### config.mk
export PLATFORM = sky130hd
export DESIGN_NAME = binary16_sum_sq_flat
export DESIGN_NICKNAME = d
export VERILOG_FILES = /design/src/rtl/binary16_sum_sq_if.sv /design/src/rtl/binary16_sum_sq.sv /design/src/flat_wrapper.sv
export SDC_FILE = /design/constraint.sdc
export NUM_CORES = 1
export LEC_CHECK = 0
export CELL_PAD_IN_SITES_DETAIL_PLACEMENT = 1
export CELL_PAD_IN_SITES_GLOBAL_PLACEMENT = 2
export CORE_ASPECT_RATIO = 2
export CORE_MARGIN = 5
export CORE_UTILIZATION = 42
export DETAILED_ROUTE_END_ITERATION = 10
export PLACE_DENSITY_LB_ADDON = 0.1
export SYNTH_ARGS = -nofsm -noshare
export SYNTH_HDL_FRONTEND = slang
export SYNTH_SLANG_ARGS = --single-unit
### constraint.sdc
create_clock -name clk_in -period 15.35 [get_ports clk_in]
set_input_delay 3.07 -clock clk_in [delete_from_list [all_inputs] [get_ports clk_in]]
set_output_delay 3.07 -clock clk_in [all_outputs]
set_load 0.05 [all_outputs]
### src/rtl/binary16_sum_sq_if.sv
// Component stream and result bus between the vector-magnitude front end
// and the binary16 sum-of-squares accumulator.
interface binary16_sum_sq_if;
    logic [15:0] data_in;
    logic        data_valid_in;
    logic        last_in;
    logic        ready_out;
    logic [15:0] result;
    logic        data_valid_out;
    logic        sat_out;
    logic        busy;

    modport master (
        output data_in, data_valid_in, last_in,
        input  ready_out, result, data_valid_out, sat_out, busy
    );

    modport slave (
        input  data_in, data_valid_in, last_in,
        output ready_out, result, data_valid_out, sat_out, busy
    );
endinterface

### src/rtl/binary16_sum_sq.sv
// Accumulates the sum of squares of a stream of binary16 components and
// emits one non-negative binary16 result per vector (framed by last_in or
// by reaching MAX_LEN components). Non-pipelined: one component per 5 cycles.
// Optional build macro BINARY16_SUM_SQ_ROUND_NEAREST_EN selects
// round-to-nearest-even at pack time instead of truncation.
module binary16_sum_sq #(
    parameter int unsigned MAX_LEN    = 16,
    parameter int unsigned GUARD_BITS = 3
) (
    input  logic clk_in,
    input  logic rst,
    binary16_sum_sq_if.slave bus
);
    localparam int unsigned SW = 11 + GUARD_BITS;      // internal significand width
    localparam int unsigned CW = $clog2(MAX_LEN + 1);

    typedef enum logic [2:0] {IDLE, MUL, ALIGN, ADD, NORM, DONE} state_t;

    state_t        state;
    logic [14:0]   din_r;       // sign bit dropped: squares are positive
    logic          last_r;
    logic [CW-1:0] count;
    logic          sticky_sat;
    logic [SW-1:0] sq_sig, acc_sig, al_big, al_small;
    logic [5:0]    sq_exp, acc_exp, al_exp;
    logic [SW:0]   sum_r;
    logic          ready_r, valid_r, sat_r, busy_r;
    logic [15:0]   result_r;

    // MUL: square the significand, normalise, flush underflow to zero
    logic [10:0]   m;
    logic [SW:0]   p_top;
    logic [7:0]    t;
    logic [SW-1:0] sq_sig_c;
    logic [5:0]    sq_exp_c;
    logic          sq_zero_c, sq_inf_c;
    always_comb begin
        m         = {1'b1, din_r[9:0]};
        p_top     = (SW+1)'(({11'b0, m} * {11'b0, m}) >> (21 - SW));
        t         = {2'b00, din_r[14:10], 1'b0} + {7'b0, p_top[SW]};
        sq_sig_c  = p_top[SW] ? p_top[SW:1] : p_top[SW-1:0];
        sq_exp_c  = 6'(t - 8'd15);
        sq_inf_c  = (din_r[14:10] == 5'd31);
        sq_zero_c = (din_r[14:10] == 5'd0) || sq_inf_c || (t <= 8'd15);
    end

    // ALIGN: shift the smaller operand right to the larger exponent (truncating)
    logic [SW-1:0] big_c, small_c;
    logic [5:0]    bexp_c;
    always_comb begin
        big_c   = acc_sig;
        small_c = '0;
        bexp_c  = acc_exp;
        if (sq_sig == '0) begin
            big_c  = acc_sig;
            bexp_c = acc_exp;
        end else if (acc_sig == '0) begin
            big_c  = sq_sig;
            bexp_c = sq_exp;
        end else if (sq_exp >= acc_exp) begin
            big_c   = sq_sig;
            small_c = acc_sig >> (sq_exp - acc_exp);
            bexp_c  = sq_exp;
        end else begin
            big_c   = acc_sig;
            small_c = sq_sig >> (acc_exp - sq_exp);
            bexp_c  = acc_exp;
        end
    end

    // DONE: pack accumulator to binary16 and decide saturation
    logic [9:0]  mant_c;
    logic [6:0]  exp_p;
    logic        ovf_c, forced_c, pk_sat;
    logic [15:0] pk_res;
`ifdef BINARY16_SUM_SQ_ROUND_NEAREST_EN
    localparam logic [GUARD_BITS-1:0] HALF = GUARD_BITS'(1) << (GUARD_BITS - 1);
    logic [GUARD_BITS-1:0] grd;
    logic                  rnd_up;
    logic [10:0]           mant_r;
`endif
    always_comb begin
`ifdef BINARY16_SUM_SQ_ROUND_NEAREST_EN
        grd    = acc_sig[GUARD_BITS-1:0];
        rnd_up = (grd > HALF) || ((grd == HALF) && acc_sig[GUARD_BITS]);
        mant_r = {1'b0, acc_sig[SW-2:GUARD_BITS]} + {10'b0, rnd_up};
        // mantissa carry: 1.11..1 rounds up to 10.0, i.e. mantissa 0 at exp+1
        mant_c = mant_r[10] ? 10'd0 : mant_r[9:0];
        exp_p  = {1'b0, acc_exp} + {6'b0, mant_r[10]};
`else
        mant_c = acc_sig[SW-2:GUARD_BITS];
        exp_p  = {1'b0, acc_exp};
`endif
        ovf_c    = sticky_sat || (exp_p >= 7'd31);
        forced_c = (count == CW'(MAX_LEN)) && !last_r;
        pk_sat   = ovf_c || forced_c;
        if (ovf_c)
            pk_res = 16'h7BFF;
        else if (acc_sig == '0)
            pk_res = 16'h0000;
        else
            pk_res = {1'b0, exp_p[4:0], mant_c};
    end

    // Control FSM and datapath registers
    always_ff @(posedge clk_in) begin
        if (rst) begin
            state      <= IDLE;
            din_r      <= '0;
            last_r     <= 1'b0;
            count      <= '0;
            sticky_sat <= 1'b0;
            sq_sig     <= '0;
            sq_exp     <= '0;
            acc_sig    <= '0;
            acc_exp    <= '0;
            al_big     <= '0;
            al_small   <= '0;
            al_exp     <= '0;
            sum_r      <= '0;
            ready_r    <= 1'b1;
            valid_r    <= 1'b0;
            sat_r      <= 1'b0;
            busy_r     <= 1'b0;
            result_r   <= '0;
        end else begin
            valid_r <= 1'b0;
            case (state)
                IDLE: begin
                    if (bus.data_valid_in) begin
                        din_r   <= bus.data_in[14:0];
                        last_r  <= bus.last_in;
                        count   <= count + CW'(1);
                        state   <= MUL;
                        ready_r <= 1'b0;
                        busy_r  <= 1'b1;
                    end
                end
                MUL: begin
                    sq_sig <= sq_zero_c ? '0 : sq_sig_c;
                    sq_exp <= sq_zero_c ? '0 : sq_exp_c;
                    if (sq_inf_c)
                        sticky_sat <= 1'b1;
                    state <= ALIGN;
                end
                ALIGN: begin
                    al_big   <= big_c;
                    al_small <= small_c;
                    al_exp   <= bexp_c;
                    state    <= ADD;
                end
                ADD: begin
                    sum_r <= {1'b0, al_big} + {1'b0, al_small};
                    state <= NORM;
                end
                NORM: begin
                    if (sum_r[SW]) begin
                        acc_sig <= sum_r[SW:1];
                        acc_exp <= al_exp + 6'd1;
                    end else begin
                        acc_sig <= sum_r[SW-1:0];
                        acc_exp <= (sum_r == '0) ? 6'd0 : al_exp;
                    end
                    if (last_r || (count == CW'(MAX_LEN))) begin
                        state <= DONE;
                    end else begin
                        state   <= IDLE;
                        ready_r <= 1'b1;
                        busy_r  <= 1'b0;
                    end
                end
                DONE: begin
                    result_r   <= pk_res;
                    sat_r      <= pk_sat;
                    valid_r    <= 1'b1;
                    acc_sig    <= '0;
                    acc_exp    <= '0;
                    count      <= '0;
                    sticky_sat <= 1'b0;
                    state      <= IDLE;
                    ready_r    <= 1'b1;
                    busy_r     <= 1'b0;
                end
                default: begin
                    state   <= IDLE;
                    ready_r <= 1'b1;
                    busy_r  <= 1'b0;
                end
            endcase
        end
    end

    assign bus.ready_out      = ready_r;
    assign bus.result         = result_r;
    assign bus.data_valid_out = valid_r;
    assign bus.sat_out        = sat_r;
    assign bus.busy           = busy_r;
endmodule

### src/flat_wrapper.sv
// flat-port wrapper written by rule: the top's interface ports become plain ports
module binary16_sum_sq_flat 
#(
    parameter int unsigned MAX_LEN    = 16,
    parameter int unsigned GUARD_BITS = 3
)
  (clk_in, rst, bus_data_in, bus_data_valid_in, bus_last_in, bus_ready_out, bus_result, bus_data_valid_out, bus_sat_out, bus_busy);
  binary16_sum_sq_if bus_i ();
  input  logic clk_in;
  input  logic rst;
  input wire logic [$bits(bus_i.data_in)-1:0] bus_data_in;
  input wire logic [$bits(bus_i.data_valid_in)-1:0] bus_data_valid_in;
  input wire logic [$bits(bus_i.last_in)-1:0] bus_last_in;
  output wire logic [$bits(bus_i.ready_out)-1:0] bus_ready_out;
  output wire logic [$bits(bus_i.result)-1:0] bus_result;
  output wire logic [$bits(bus_i.data_valid_out)-1:0] bus_data_valid_out;
  output wire logic [$bits(bus_i.sat_out)-1:0] bus_sat_out;
  output wire logic [$bits(bus_i.busy)-1:0] bus_busy;
  assign bus_i.data_in = bus_data_in;
  assign bus_i.data_valid_in = bus_data_valid_in;
  assign bus_i.last_in = bus_last_in;
  assign bus_ready_out = bus_i.ready_out;
  assign bus_result = bus_i.result;
  assign bus_data_valid_out = bus_i.data_valid_out;
  assign bus_sat_out = bus_i.sat_out;
  assign bus_busy = bus_i.busy;
  binary16_sum_sq #(.MAX_LEN(MAX_LEN), .GUARD_BITS(GUARD_BITS)) u_core (.clk_in(clk_in), .rst(rst), .bus(bus_i));
endmodule
Word level (Yosys, flattened, before mapping):

Index checks and enable logic that the tools add are counted.

* flip-flop bits (word level): 134
* bits in latches: 0
* bits in writable memories: 0
* ROM bits: 0
* output and inout bits: 20
* memories: 0

* add/sub/neg operators: 7
* multiply operators: 1
* div/mod/pow operators: 0
* order comparisons: 3
* equal/unequal tests: 10
* shift operators: 2
* mux-type cells: 33
* bitwise operators: 1
* reduce and logical (&&, ||, !) cells: 20

Operators by type and width (count)
* two-way mux 14 bit: 9
* two-way mux 6 bit: 6
* zero test 14 bit: 2
* one-hot mux 14 bit (2 select lines): 1
* right shift 14 x 6 -> 14 bit: 2
* multiplier 11 x 11 -> 22 bit: 1
* two-way mux 16 bit: 1
* adder 14 x 14 -> 15 bit: 1
* zero test 15 bit: 1
* two-way mux 15 bit: 1
* one-hot mux 3 bit (5 select lines): 1
* one-hot mux 6 bit (2 select lines): 1
* subtractor 6 bit: 2
* == test 5 bit, second input constant: 2
* one-hot mux 5 bit (2 select lines): 1
* adder 6 x 1 -> 7 bit: 1
* less-or-equal comparator 7 x 4 -> 1 bit, second input constant: 1
* adder 6 x 1 -> 6 bit, second input constant: 1
* == test 3 x 2 -> 1 bit, second input constant: 2
* == test 3 bit, second input constant: 2
* >= comparator 6 x 5 -> 1 bit, second input constant: 1
* >= comparator 6 bit: 1
* two-way mux 1 bit: 6
* two-way mux 3 bit: 2
* other kinds (18): 28

Longest topological paths before layout:

* word-level depth: 5
* mapped depth: 29
* depth with buffers taken out: 26

Worst setup path after synthesis:

OpenSTA, ideal clock, no wires.

* path kind: reg-to-reg
* from: reg u_core.din_r[8]
* to: reg u_core.sq_sig[2]
* setup time: 0.070 ns
* arrival: 6.265 ns
* slack: 9.014 ns
* cell stages (with the launch flop): 29
* buffers on the path: 3
* period minus slack after synthesis: 6.336 ns
* cells stage by stage: dfxtp_1 > clkbuf_1 > nand2_1 > inv_1 > fa_1 > inv_1 > fa_1 > inv_1 > fa_1 > fa_1 > inv_1 > fa_1 > inv_1 > ha_1 > buf_6 > a21o_1 > a21o_1 > a21oi_2 > o21ai_4 > a31oi_4 > xnor2_2 > inv_2 > ha_1 > nor4_1 > mux2_2 > o21ba_2 > buf_2 > o2111ai_1 > a21oi_1

* cells in the longest elaborated chain, start to end: 5

Ends and longest elaborated chain
* start, declared: RTL line binary16_sum_sq.sv:20 `logic [14:0] din_r;`
* start signal, assigned: RTL line binary16_sum_sq.sv:131 `din_r <= bus.data_in[14:0];`
* multiplier 11 x 11 -> 22 bit *: RTL line binary16_sum_sq.sv:39 `p_top = (SW+1)'(({11'b0, m} * {11'b0, m}) >> (21 - SW));`
* adder 6 x 1 -> 7 bit: RTL line binary16_sum_sq.sv:40 `t = {2'b00, din_r[14:10], 1'b0} + {7'b0, p_top[SW]};`
* less-or-equal comparator 7 x 4 -> 1 bit: RTL line binary16_sum_sq.sv:44 `sq_zero_c = (din_r[14:10] == 5'd0) || sq_inf_c || (t <= 8'd15);`
* logical OR 1 bit: RTL line binary16_sum_sq.sv:44
* two-way mux 14 bit *: RTL line binary16_sum_sq.sv:140 `sq_sig <= sq_zero_c ? '0 : sq_sig_c;`
* end signal, assigned: RTL line binary16_sum_sq.sv:140
* end, declared: RTL line binary16_sum_sq.sv:24 `logic [SW-1:0] sq_sig, acc_sig, al_big, al_small;`

Every way passes the cells marked *; elsewhere a longest branch is shown, timed or not.
A chain may end at the register's enable or synchronous reset.

Worst setup path in the final report:

* from: reg u_core.din_r[7]
* to: reg u_core.sq_sig[11]

The elaborated chain is that of the path after synthesis.

==> run_results.csv <==
group,metric,value,unit
min_path,whs_endpoint,"u_core.al_small[5]",
clocking,cts.clk_slew.worst_paths,0.07,ns
die,io_pins,40,
clocking,numCtsBuffers,17,
synth,ys_async_sr_fraction,0,
place,port_buffers,37,
timing,finalMaxSlewViolations,0,
layout,diodes,0,
detailed_routing,wl_per_cell,20.9,microns
timing,max_freq,0.127,GHz
flow_run,max-cap-violations,0,
grt,antenna_found_initial,0,
die,num_rows,83,
setup_path,crit_required,15.70,ns
grt,track_usage,0.241,
detailed_routing,drtPass1Iterations,4,
setup_path,rr_worst_depth,26,
setup_path,reg2reg_to,"u_core.sq_sig[11]",
setup_path,reg2reg_from,"u_core.din_r[7]",
clocking,cts_tree,"built",
clocking,clk_latency,0.45,ns
timing,period_needed,7.88,ns
place,dp.final_hpwl,28600,microns
clocking,clock_path_buffers,2,
clocking,clkSinkCount,133,
detailed_routing,routed_via_density,5.69,
synth,syn_area,0.0110,sq mm
setup_path,worstSetupEndpointType,"flip-flop",
min_path,whs_path_depth,2,
timing,relSlewSlack,0.219,
power,p_leak,5.10,nW
layout,mostFrequentLayoutCells,"nand2_1, inv_1, dfxtp_1",
timing,finalCritPeriodShare,0.513,
setup_path,arrival,8.22,ns
synth,synth_cells,1331,
outcome,status,"complete, no violations",
timing,tightest_slew,1.16,ns
detailed_routing,vias,9553,
timing,rsz0062_at_grt,"no",
clocking,cts_root_buf,"clkbuf_16",
power,powerDensity,84.2,mW/mm^2
die,die_w,124,microns
die,core_area,0.0258,sq mm
synth,synth-edff-count,0,
timing,finalHoldViolCount,0,
synth,seq_area_frac_synth,0.243,
layout,syn2layout_area_growth,10.2,%
synth,syn_avg_cell_area,8.24,sq um
die,die-area,0.0296,sq mm
min_path,hp-start,"u_core.al_small[5]",
place,gp_congestion,0.893,
synth,ys_ff_latch,133,
setup_path,path_max_fanout,21,
timing,setup_tns,0,ns
clocking,ctsHtreeMaxLevel,4,
layout,drive_gt1_frac,0.0785,
detailed_routing,finalWirelength,35100,microns
synth,synthFlopType,"dfxtp_1",
layout,finalNetCount,1489,
timing,setup_viol,0,
clocking,cts_resized,0,
grt,grt_overflow,0,
grt,grt_max_degree,60,
die,initial_core_util,0.426,
synth,synth_warnings,0,
grt,grt_pass1_vias,10500,
setup_path,rrSetupSlack,7.47,ns
synth,yosysUniqueCellTypes,78,
setup_path,cp-start-kind,"flip-flop",
min_path,hold_class,"reg -> reg",
die,die_height,239,microns
layout,utilization,0.469,
grt,grt_first_pass_wirelength,56300,microns
clocking,postCtsSetupRepairBufs,0,
power,vdd_drop_max,0.0000781,V
detailed_routing,detail-route-antenna-nets,0,
layout,final_common_cell,"nand2_1",
setup_path,crit_type,"reg -> reg",
timing,fin_worst_skew,0.0135,ns
clocking,cts_hold_buf,0,
detailed_routing,drc,0,
detailed_routing,drt_iter0_markers,304,
[cells by family (layout without fill, tap and decap cells)]
logic type	Yosys count	count (layout)	share of synthesized area
other	1	2	0.000342
xor gates and xnor gates	46	46	0.0374
DFF	133	133	0.243
muxes	82	82	0.0815
AOI/OAI and AO/OA	298	298	0.182
and+or+nand+nor	409	409	0.168
buffers and inverters	218	224	0.0784
adders and majority gates	144	144	0.209
[routing by layer]
| metal | vias up | wire length, microns | track usage |
|---|---|---|---|
| li1 | 4566 | - | - |
| met1 | 4750 | 11200 | 0.206 |
| met2 | 137 | 20900 | 0.507 |
| met3 | 100 | 490 | 0.0257 |
| met4 | 0 | 2460 | 0.158 |
| met5 | - | 0 | 0 |
[flip-flops by register name, indices dropped and copies added (netlist names), 3 cells and up]
name,cells
u_core.sq_sig,14
u_core.sq_exp,6
u_core.din_r,15
u_core.count,5
u_core.sum_r,15
u_core.al_exp,6
u_core.state,3
u_core.al_small,14
u_core.al_big,14
u_core.acc_exp,6
u_core.bus.result,15
u_core.acc_sig,14
[critical path: stages (launching register included)]
cell      delay [ns]
dfxtp_1         0.61
inv_1           0.28
nor2_1          0.30
inv_1           0.11
fa_1            0.48
fa_1            0.44
inv_1           0.08
fa_1            0.42
fa_1            0.49
inv_1           0.06
fa_1            0.52
inv_1           0.04
ha_1            0.39
and2_4          0.21
a31oi_1         0.17
a21boi_4        0.32
o21ai_4         0.15
a31oi_4         0.39
xnor2_2         0.17
buf_4           0.29
inv_2           0.16
ha_1            0.28
nor4_1          0.26
mux2_2          0.20
o21ba_2         0.34
nand2_1         0.24
o31ai_1         0.32
[where the power goes]
group          switching, mW  internal [mW]  total, mW
combinational          0.154         0.0952      0.249
sequential            0.0237          0.359      0.383
clock                  0.175          0.210      0.386
total                  0.353          0.665       1.02
[worst max path at each step]
stage	start	slack, ns	to	depth (start not counted)
after floorplan	u_core.din_r[8]	9.01	u_core.sq_sig[2]	28
after global placement	u_core.din_r[7]	7.58	u_core.sq_sig[7]	26
after detailed placement	u_core.din_r[7]	7.39	u_core.sq_sig[11]	26
after CTS	u_core.din_r[7]	7.36	u_core.sq_sig[11]	26
after global routing	u_core.din_r[7]	6.89	u_core.sq_sig[11]	26
final	u_core.din_r[7]	7.47	u_core.sq_sig[11]	26
[cells in the mapped netlist, types with 3 or more instances]
| cell type | count | share of area |
|---|---|---|
| nand2_1 | 146 | 0.050 |
| inv_1 | 141 | 0.048 |
| dfxtp_1 | 133 | 0.24 |
| nor2_1 | 127 | 0.043 |
| a21oi_1 | 93 | 0.042 |
| ha_1 | 78 | 0.089 |
| fa_1 | 66 | 0.12 |
| clkbuf_1 | 60 | 0.021 |
| o21ai_0 | 58 | 0.026 |
| mux2i_1 | 50 | 0.046 |
| a22oi_1 | 32 | 0.022 |
| xnor2_1 | 30 | 0.024 |
| nor3_1 | 29 | 0.013 |
| a211oi_1 | 27 | 0.018 |
| mux2_2 | 26 | 0.027 |
| nor4_1 | 22 | 0.013 |
| nand3_1 | 16 | 0.0073 |
| and2_1 | 15 | 0.0086 |
| xor2_1 | 15 | 0.012 |
| a21o_1 | 11 | 0.0075 |
| nand4_1 | 11 | 0.0063 |
| o221a_2 | 10 | 0.010 |
| o31ai_1 | 9 | 0.0062 |
| nor2b_1 | 8 | 0.0046 |
| a31oi_1 | 7 | 0.0040 |
| nand2b_1 | 7 | 0.0040 |
| buf_2 | 6 | 0.0027 |
| nand3b_1 | 5 | 0.0034 |
| or3_1 | 5 | 0.0029 |
| and3_1 | 4 | 0.0023 |
| or2_2 | 4 | 0.0023 |
| a2111oi_0 | 3 | 0.0024 |
| a221oi_1 | 3 | 0.0024 |
| a22o_1 | 3 | 0.0024 |
| buf_1 | 3 | 0.0010 |
| buf_4 | 3 | 0.0021 |
| buf_6 | 3 | 0.0031 |
| mux2_1 | 3 | 0.0031 |
| mux4_2 | 3 | 0.0062 |
| nor4b_1 | 3 | 0.0024 |
| o211ai_1 | 3 | 0.0021 |
| o21ai_1 | 3 | 0.0014 |
[per-stage QoR]
stage	instance area [sq um]	std cells	setup WS, ns	power, mW	hold slack (ns)
after floorplan	11000	1332	9.01	0.571	0.436
after global placement	11500	1646	7.58	0.634	0.444
after detailed placement	11500	1646	7.39	0.643	0.462
after CTS	12100	1678	7.36	1.03	0.471
after global routing	12100	1678	6.89	1.08	0.485
final	12100	1678	7.47	1.02	0.464
[final cells by class]
type | instances | area (sq um)
clock buffers | 18 | 429
flip-flops and latches | 133 | 2660
multi-input cells | 981 | 7460
well taps | 340 | 425
clock inverters | 14 | 115
inverters | 143 | 537
fillers | 3156 | 13700
repair buffers | 49 | 458
No activity file was read; power rests on OpenSTA's default activity.
